$ cat src/rtl/e203_subsys_mclkdiv_pkg.sv
// e203_subsys_mclkdiv_pkg: shared widths, defaults and reset ratio constants for the multi-channel clock divider
package e203_subsys_mclkdiv_pkg;
    localparam int MCLKDIV_NCH        = 2;
    localparam int MCLKDIV_DIVW       = 6;
    localparam int MCLKDIV_DIV_RST    = 0;
    localparam bit MCLKDIV_DIVBY1_RST = 1'b1;

    function automatic int mclkdiv_chw(input int n);
        return (n > 1) ? $clog2(n) : 1;
    endfunction
endpackage

$ cat src/rtl/e203_subsys_mclkdiv_chan.sv
// e203_subsys_mclkdiv_chan: one divider channel with boundary-point config/enable application
module e203_subsys_mclkdiv_chan
    import e203_subsys_mclkdiv_pkg::*;
#(
    parameter int DIVW       = MCLKDIV_DIVW,
    parameter int DIV_RST    = MCLKDIV_DIV_RST,
    parameter bit DIVBY1_RST = MCLKDIV_DIVBY1_RST
) (
    input  logic            clk,
    input  logic            rst_n,
    input  logic            ch_en_i,
    input  logic            acc_i,
    input  logic            cfg_divby1_i,
    input  logic [DIVW-1:0] cfg_div_i,
    output logic            clkout_q_o,
    output logic            byp_o,
    output logic            run_o,
    output logic            pend_o,
    output logic            done_o
);
    logic [DIVW-1:0] cnt_q, cnt_d, div_q, div_d, pdiv_q, pdiv_d;
    logic            out_q, out_d, byp_q, byp_d, pbyp_q, pbyp_d;
    logic            pend_q, pend_d, run_q, run_d, done_q, done_d;
    logic            wrap, bp, apply;

    // Boundary point is the only place config and enable change; every change lands as a fresh period start
    always_comb begin
        wrap   = cnt_q == div_q;
        bp     = ~run_q | byp_q | (~out_q & wrap);
        apply  = bp & pend_q;
        pend_d = acc_i | (pend_q & ~bp);
        pdiv_d = acc_i ? cfg_div_i : pdiv_q;
        pbyp_d = acc_i ? cfg_divby1_i : pbyp_q;
        byp_d  = apply ? pbyp_q : byp_q;
        div_d  = apply ? pdiv_q : div_q;
        done_d = apply;
        run_d  = bp ? ch_en_i : run_q;
        out_d  = bp ? (ch_en_i & ~byp_d) : (wrap ? ~out_q : out_q);
        cnt_d  = (bp | wrap) ? '0 : cnt_q + DIVW'(1);
    end

    // Channel state register; reset drops any pending request
    always_ff @(posedge clk or negedge rst_n) begin
        if (!rst_n) begin
            cnt_q  <= '0;
            out_q  <= 1'b0;
            div_q  <= DIVW'(DIV_RST);
            byp_q  <= DIVBY1_RST;
            pdiv_q <= '0;
            pbyp_q <= 1'b0;
            pend_q <= 1'b0;
            run_q  <= 1'b0;
            done_q <= 1'b0;
        end else begin
            cnt_q  <= cnt_d;
            out_q  <= out_d;
            div_q  <= div_d;
            byp_q  <= byp_d;
            pdiv_q <= pdiv_d;
            pbyp_q <= pbyp_d;
            pend_q <= pend_d;
            run_q  <= run_d;
            done_q <= done_d;
        end
    end

    assign clkout_q_o = out_q;
    assign byp_o      = byp_q;
    assign run_o      = run_q;
    assign pend_o     = pend_q;
    assign done_o     = done_q;
endmodule

$ cat src/rtl/e203_subsys_mclkdiv.sv
// e203_subsys_mclkdiv: NCH-channel runtime-reprogrammable glitch-free clock divider
module e203_subsys_mclkdiv
    import e203_subsys_mclkdiv_pkg::*;
#(
    parameter int NCH        = MCLKDIV_NCH,
    parameter int DIVW       = MCLKDIV_DIVW,
    parameter int DIV_RST    = MCLKDIV_DIV_RST,
    parameter bit DIVBY1_RST = MCLKDIV_DIVBY1_RST,
    localparam int CW        = mclkdiv_chw(NCH)
) (
    input  logic            clk,
    input  logic            rst_n,
    input  logic            test_mode,
    input  logic [NCH-1:0]  ch_en,
    input  logic            cfg_valid,
    output logic            cfg_ready,
    input  logic [CW-1:0]   cfg_ch,
    input  logic            cfg_divby1,
    input  logic [DIVW-1:0] cfg_div,
    output logic [NCH-1:0]  cfg_done,
    output logic [NCH-1:0]  clkout,
    output logic [NCH-1:0]  ch_running
);
    logic [NCH-1:0] out_q, byp, run, pend, acc;

    // Ready reflects the addressed channel's pending slot; out-of-range targets are always accepted and dropped
    always_comb begin
        cfg_ready = 1'b1;
        for (int i = 0; i < NCH; i++) if (cfg_ch == CW'(i)) cfg_ready = ~pend[i];
    end

    for (genvar g = 0; g < NCH; g++) begin : g_ch
        assign acc[g]    = cfg_valid & cfg_ready & (cfg_ch == CW'(g));
        assign clkout[g] = test_mode ? clk : (byp[g] ? (clk & run[g]) : out_q[g]);
        e203_subsys_mclkdiv_chan #(
            .DIVW(DIVW), .DIV_RST(DIV_RST), .DIVBY1_RST(DIVBY1_RST)
        ) u_chan (
            .clk         (clk),
            .rst_n       (rst_n),
            .ch_en_i     (ch_en[g]),
            .acc_i       (acc[g]),
            .cfg_divby1_i(cfg_divby1),
            .cfg_div_i   (cfg_div),
            .clkout_q_o  (out_q[g]),
            .byp_o       (byp[g]),
            .run_o       (run[g]),
            .pend_o      (pend[g]),
            .done_o      (cfg_done[g])
        );
    end

    assign ch_running = run;
endmodule
$ cat config.mk
export PLATFORM = sky130hd
export DESIGN_NAME = e203_subsys_mclkdiv
export DESIGN_NICKNAME = d
export VERILOG_FILES = /design/src/rtl/e203_subsys_mclkdiv_pkg.sv /design/src/rtl/e203_subsys_mclkdiv_chan.sv /design/src/rtl/e203_subsys_mclkdiv.sv
export SDC_FILE = /design/constraint.sdc
export NUM_CORES = 1
export LEC_CHECK = 0
export ABC_AREA = 1
export BUFFER_PORTS_ARGS = -buffer_cell sky130_fd_sc_hd__buf_2
export CORE_MARGIN = 2
export CORE_UTILIZATION = 25
export CTS_CLUSTER_DIAMETER = 60
export DETAILED_ROUTE_END_ITERATION = 12
export PLACE_DENSITY = 0.53
export SETUP_SLACK_MARGIN = 0.05
export SLEW_MARGIN = 20
export SYNTH_ARGS = -nofsm -noshare
export SYNTH_HDL_FRONTEND = slang
export SYNTH_SLANG_ARGS = --single-unit
$ cat constraint.sdc
create_clock -name clk -period 1.3 [get_ports clk]
set_input_delay 0.195 -clock clk [delete_from_list [all_inputs] [get_ports clk]]
set_output_delay 0.195 -clock clk [all_outputs]
set_load 0.01 [all_outputs]
### Yosys cells after proc, flatten, opt, wreduce, memory -nomap -nowiden

Cells that the tools add are included.

* equal/unequal tests: 2
* muxes and demuxes: 13
* multiply operators: 0
* shift operators: 0
* bitwise logic cells: 32
* reduce and logical (&&, ||, !) cells: 2
* add/sub/neg operators: 2
* $lt $le $gt $ge: 0
* divide/modulo/power cells: 0

Operators by type and width (count)
* 1-bit bitwise AND: 13
* 6-bit by 1-bit adder with 6-bit output (second input constant): 2
* 6-bit == test: 2
* 6-bit two-way mux: 2
* 1-bit two-way mux: 11
* 1-bit inverter: 11
* 1-bit bitwise OR: 8
* 2-bit nonzero test: 2

* output and inout bits: 7
* flip-flop bits (word level): 48
* RAM bits: 0
* memories: 0
* word-level logic and storage cells: 69
* latch bits: 0
* ROM bits: 0
* input bits: 14

### Longest topological paths before layout

* depth in word-level cells: 8
* gate-level depth with buffers: 11
* mapped depth without buffers: 10

### Hierarchy

Synthesis repeated with hierarchy kept, for this count alone.

* cell total of the unflattened synthesis: 263
* area, all modules: 2250.9 um2

Modules (own cells, without submodules)
* e203_subsys_mclkdiv_chan: area an instance 1086.0 um2, instances 2, cells an instance 123, seq. area each 601.8 um2
* e203_subsys_mclkdiv: area an instance 78.8 um2, instances 1, cells an instance 17, seq. area each 0.0 um2

==> key figures <==
Outcome
  – Outcome: complete, but fails checks
  – Failing checks: negative setup slack

Die
  – I/O Pins: 21
  – Row cnt: 34
  – Chip width: 99.4 µm
  – Initial Util: 25.9%
  – Core area: 8760 µm²
  – Die height: 99.4 µm
  – Die area: 9870 µm²

Global routing
  – First-pass GRT wire length: 8530 µm
  – Number of global-route vias before repair: 1,883
  – Largest net degree at the start of global routing: 39
  – GRT overflow: 0
  – GRT Resource Usage Total: 11.3%
  – Initial antenna violation count: 0

Final layout
  – Register area: 1200 µm²
  – Share of cells above drive strength 1: 47.9%
  – Area grow syn2layout: 41.8%
  – Ant diodes: 0
  – Final core occ: 36.8%
  – Fillers: 908
  – Multi-input gate area: 1040 µm²
  – Final nets: 352

Worst hold path
  – Min-Delay Path Class: input pin to flip-flop

Detailed routing
  – Post-detailed-routing wire length: 5050 µm
  – # DRC: 0
  – Vias: 1,876
  – Post-route ant nets: 0
  – Drt pass-1 iters: 4
  – DR iter-0 viols: 51
  – Number of vias per cell: 4.21
  – DR WL/cell: 11.3 µm

Setup path
  – Critical path's largest stage delay: 570 ps
  – Worst setup EP type: primary output
  – WP data required: 1110 ps
  – Crit path max fanout: 3
  – WS Path Type: flip-flop to primary output
  – Critical path cell sequence: inv_1 -> a21oi_2 -> o31ai_1 -> buf_2
  – Critical-path top delay cell: dfstp_2
  – WP data arrival: 1350 ps
  – CP Launch Type: flip-flop

Timing
  – Fmax: 0.645 GHz
  – Relative slew slack: 79.7%
  – Final WS setup: -249 ps
  – RSZ-0062 raised after global routing: true
  – Fin. max-slew vios: 0
  – Min cycle time layout: 1550 ps
  – Layout Skew: 6.71 ps
  – Hold slack: 60.0 ps
  – Slew @ Worst Pin: 304 ps
  – Final setup violation count: 19
  – Fin. Hold Viols: 0
  – Tcrit/Tclk final: 119%

Clocking
  – CTS tree: done
  – Clk_lat worst skew: 410 ps
  – Reg clk slew, reported paths: 90 ps

Yosys
  – Synthesis-stage register bit count: 48
  – Sequential-to-total area share from yosys stat: 52.9%
  – Count of cell types in the netlist: 24
  – Gate Count Post-Synth: 266
  – Synth warn: 0
  – Post-synthesis average cell area: 8.55 µm²
  – Area of the mapped netlist: 2270 µm²
  – Post-Syn Nets: 282

Placement
  – # port buffers: 20
  – Gpl congestion: 0.747
  – Hpwl dp: 3280 µm

Power and ir drop
  – Peak VDD IR: 0.000658 V
  – Static leakage: 1.67 nW
  – Pwr dens: 2310 nW/µm²

Run
  – Max Cap Viol: 0
## cell usage after synthesis (all sizes together)
cell	n	area share (%)
o21ai	28	7.5
dfstp	2	2.3
dfrtp	46	51
xor2	6	2.3
clkbuf	2	0.33
a21oi	6	1.3
nand3	12	2.6
o31ai	2	0.66
ha	2	1.1
nand2	88	16
inv	41	6.8
buf	6	2.9
nor2	21	3.8
nand4	2	1.1
clkinv	2	0.61
## layout by cell type, fill, tap and decap left out, types with 12 or more instances in the layout
| master | count |
|---|---|
| inv_1 | 32 |
| nor2_2 | 16 |
| nand2_2 | 16 |
| buf_2 | 20 |
| o21ai_2 | 12 |
| clkbuf_8 | 12 |
| dfrtp_1 | 46 |
| o21ai_0 | 14 |
| nand2_1 | 62 |
| buf_4 | 34 |
## cell families (layout without fill, tap and decap cells)
kind of cell,after synthesis,after routing,synth area share (%)
buffers and inverters,51,123,10.6
AO/OA/AOI/OAI,36,36,9.47
XOR/XNOR,6,6,2.31
AND/OR/NAND/NOR,123,123,23.6
adder cells (fa/ha/maj),2,2,1.10
flip-flops,48,48,52.9
## flip-flops by register name, summed over array words and instances, names as in the netlist
register,count
g_ch.u_chan.run_o,2
g_ch.u_chan.byp_o,2
g_ch.u_chan.pdiv_q,12
g_ch.u_chan.pend_o,2
g_ch.u_chan.cnt_q,12
g_ch.u_chan.div_q,12
g_ch.u_chan.done_o,2
g_ch.u_chan.clkout_q_o,2
g_ch.u_chan.pbyp_q,2
## layer usage
| metal | share of wire [%] | wire [µm] | vias to the layer above | global-route usage [%] |
|---|---|---|---|---|
| li1 | - | - | 955 | - |
| met3 | 5.2 | 262 | 13 | 5.13 |
| met1 | 50 | 2510 | 873 | 14.8 |
| met2 | 43 | 2180 | 35 | 15.1 |
| met4 | 1.9 | 96 | 0 | 6.85 |
| met5 | 0 | 0 | - | 0 |
## stage by stage
stage                     setup TNS [ps]  instances  setup slack (ps)  instance area [µm²]  total power [mW]
after floorplan                    -88.3        266             -17.7                 2280              4.25
after global placement              -538        416              -122                 2680              5.06
after detailed placement            -865        416              -174                 2680              5.10
after CTS                           -604        441              -267                 3020              7.05
after global routing               -3750        446              -316                 3220              8.08
final                              -1330        446              -249                 3220              7.46
## critical path: cells and delay by family (launching register included)
kind | cells | cell delay (ps)
DFF | 1 | 570
AOI/OAI and AO/OA | 2 | 190
buffers and inverters | 2 | 200
## layout make-up
cell class              instances  share of cell area, %
repair inverters                2                  0.543
flip-flops and latches         48                   37.3
clock inverters                 2                  0.349
repair buffers                 61                   14.0
well taps                     108                   4.19
clock buffers                  15                   5.55
multi-input cells             167                   32.4
inverters                      43                   5.63
## what timing repair did
item	CTS	global route
gates resized for setup	29	48
hold buffers	3	0
setup endpoints to repair	21	41
pin swaps	8	19
buffers inserted	5	5
endpoints found under the hold margin	41	0
cloned	2	0
## power by group
group	switching [mW]	internal, mW	total [mW]
registers	0.415	2.07	2.49
clock network	0.732	0.853	1.59
logic	1.88	1.51	3.39
## worst paths after layout
path	from	to	slack, ps	cells past startpoint
worst min register to register	g_ch[0].u_chan.pdiv_q[4]$_DFFE_PN0P_	g_ch[0].u_chan.div_q[4]$_DFFE_PN0P_	490	2
worst max register to register	g_ch[1].u_chan.div_q[3]$_DFFE_PN0P_	g_ch[1].u_chan.div_q[5]$_DFFE_PN0P_	-80	8
min in group asynchronous	rst_n	g_ch[1].u_chan.cnt_q[4]$_DFF_PN0_	200	2
worst min-delay path	cfg_div[5]	g_ch[0].u_chan.pdiv_q[5]$_DFFE_PN0P_	60	3
max in group asynchronous	rst_n	g_ch[0].u_chan.byp_o$_DFF_PN1_	530	3
worst max-delay path	g_ch[1].u_chan.byp_o$_DFF_PN1_	clkout[1]	-250	4
(Power assumes the default switching activity.)
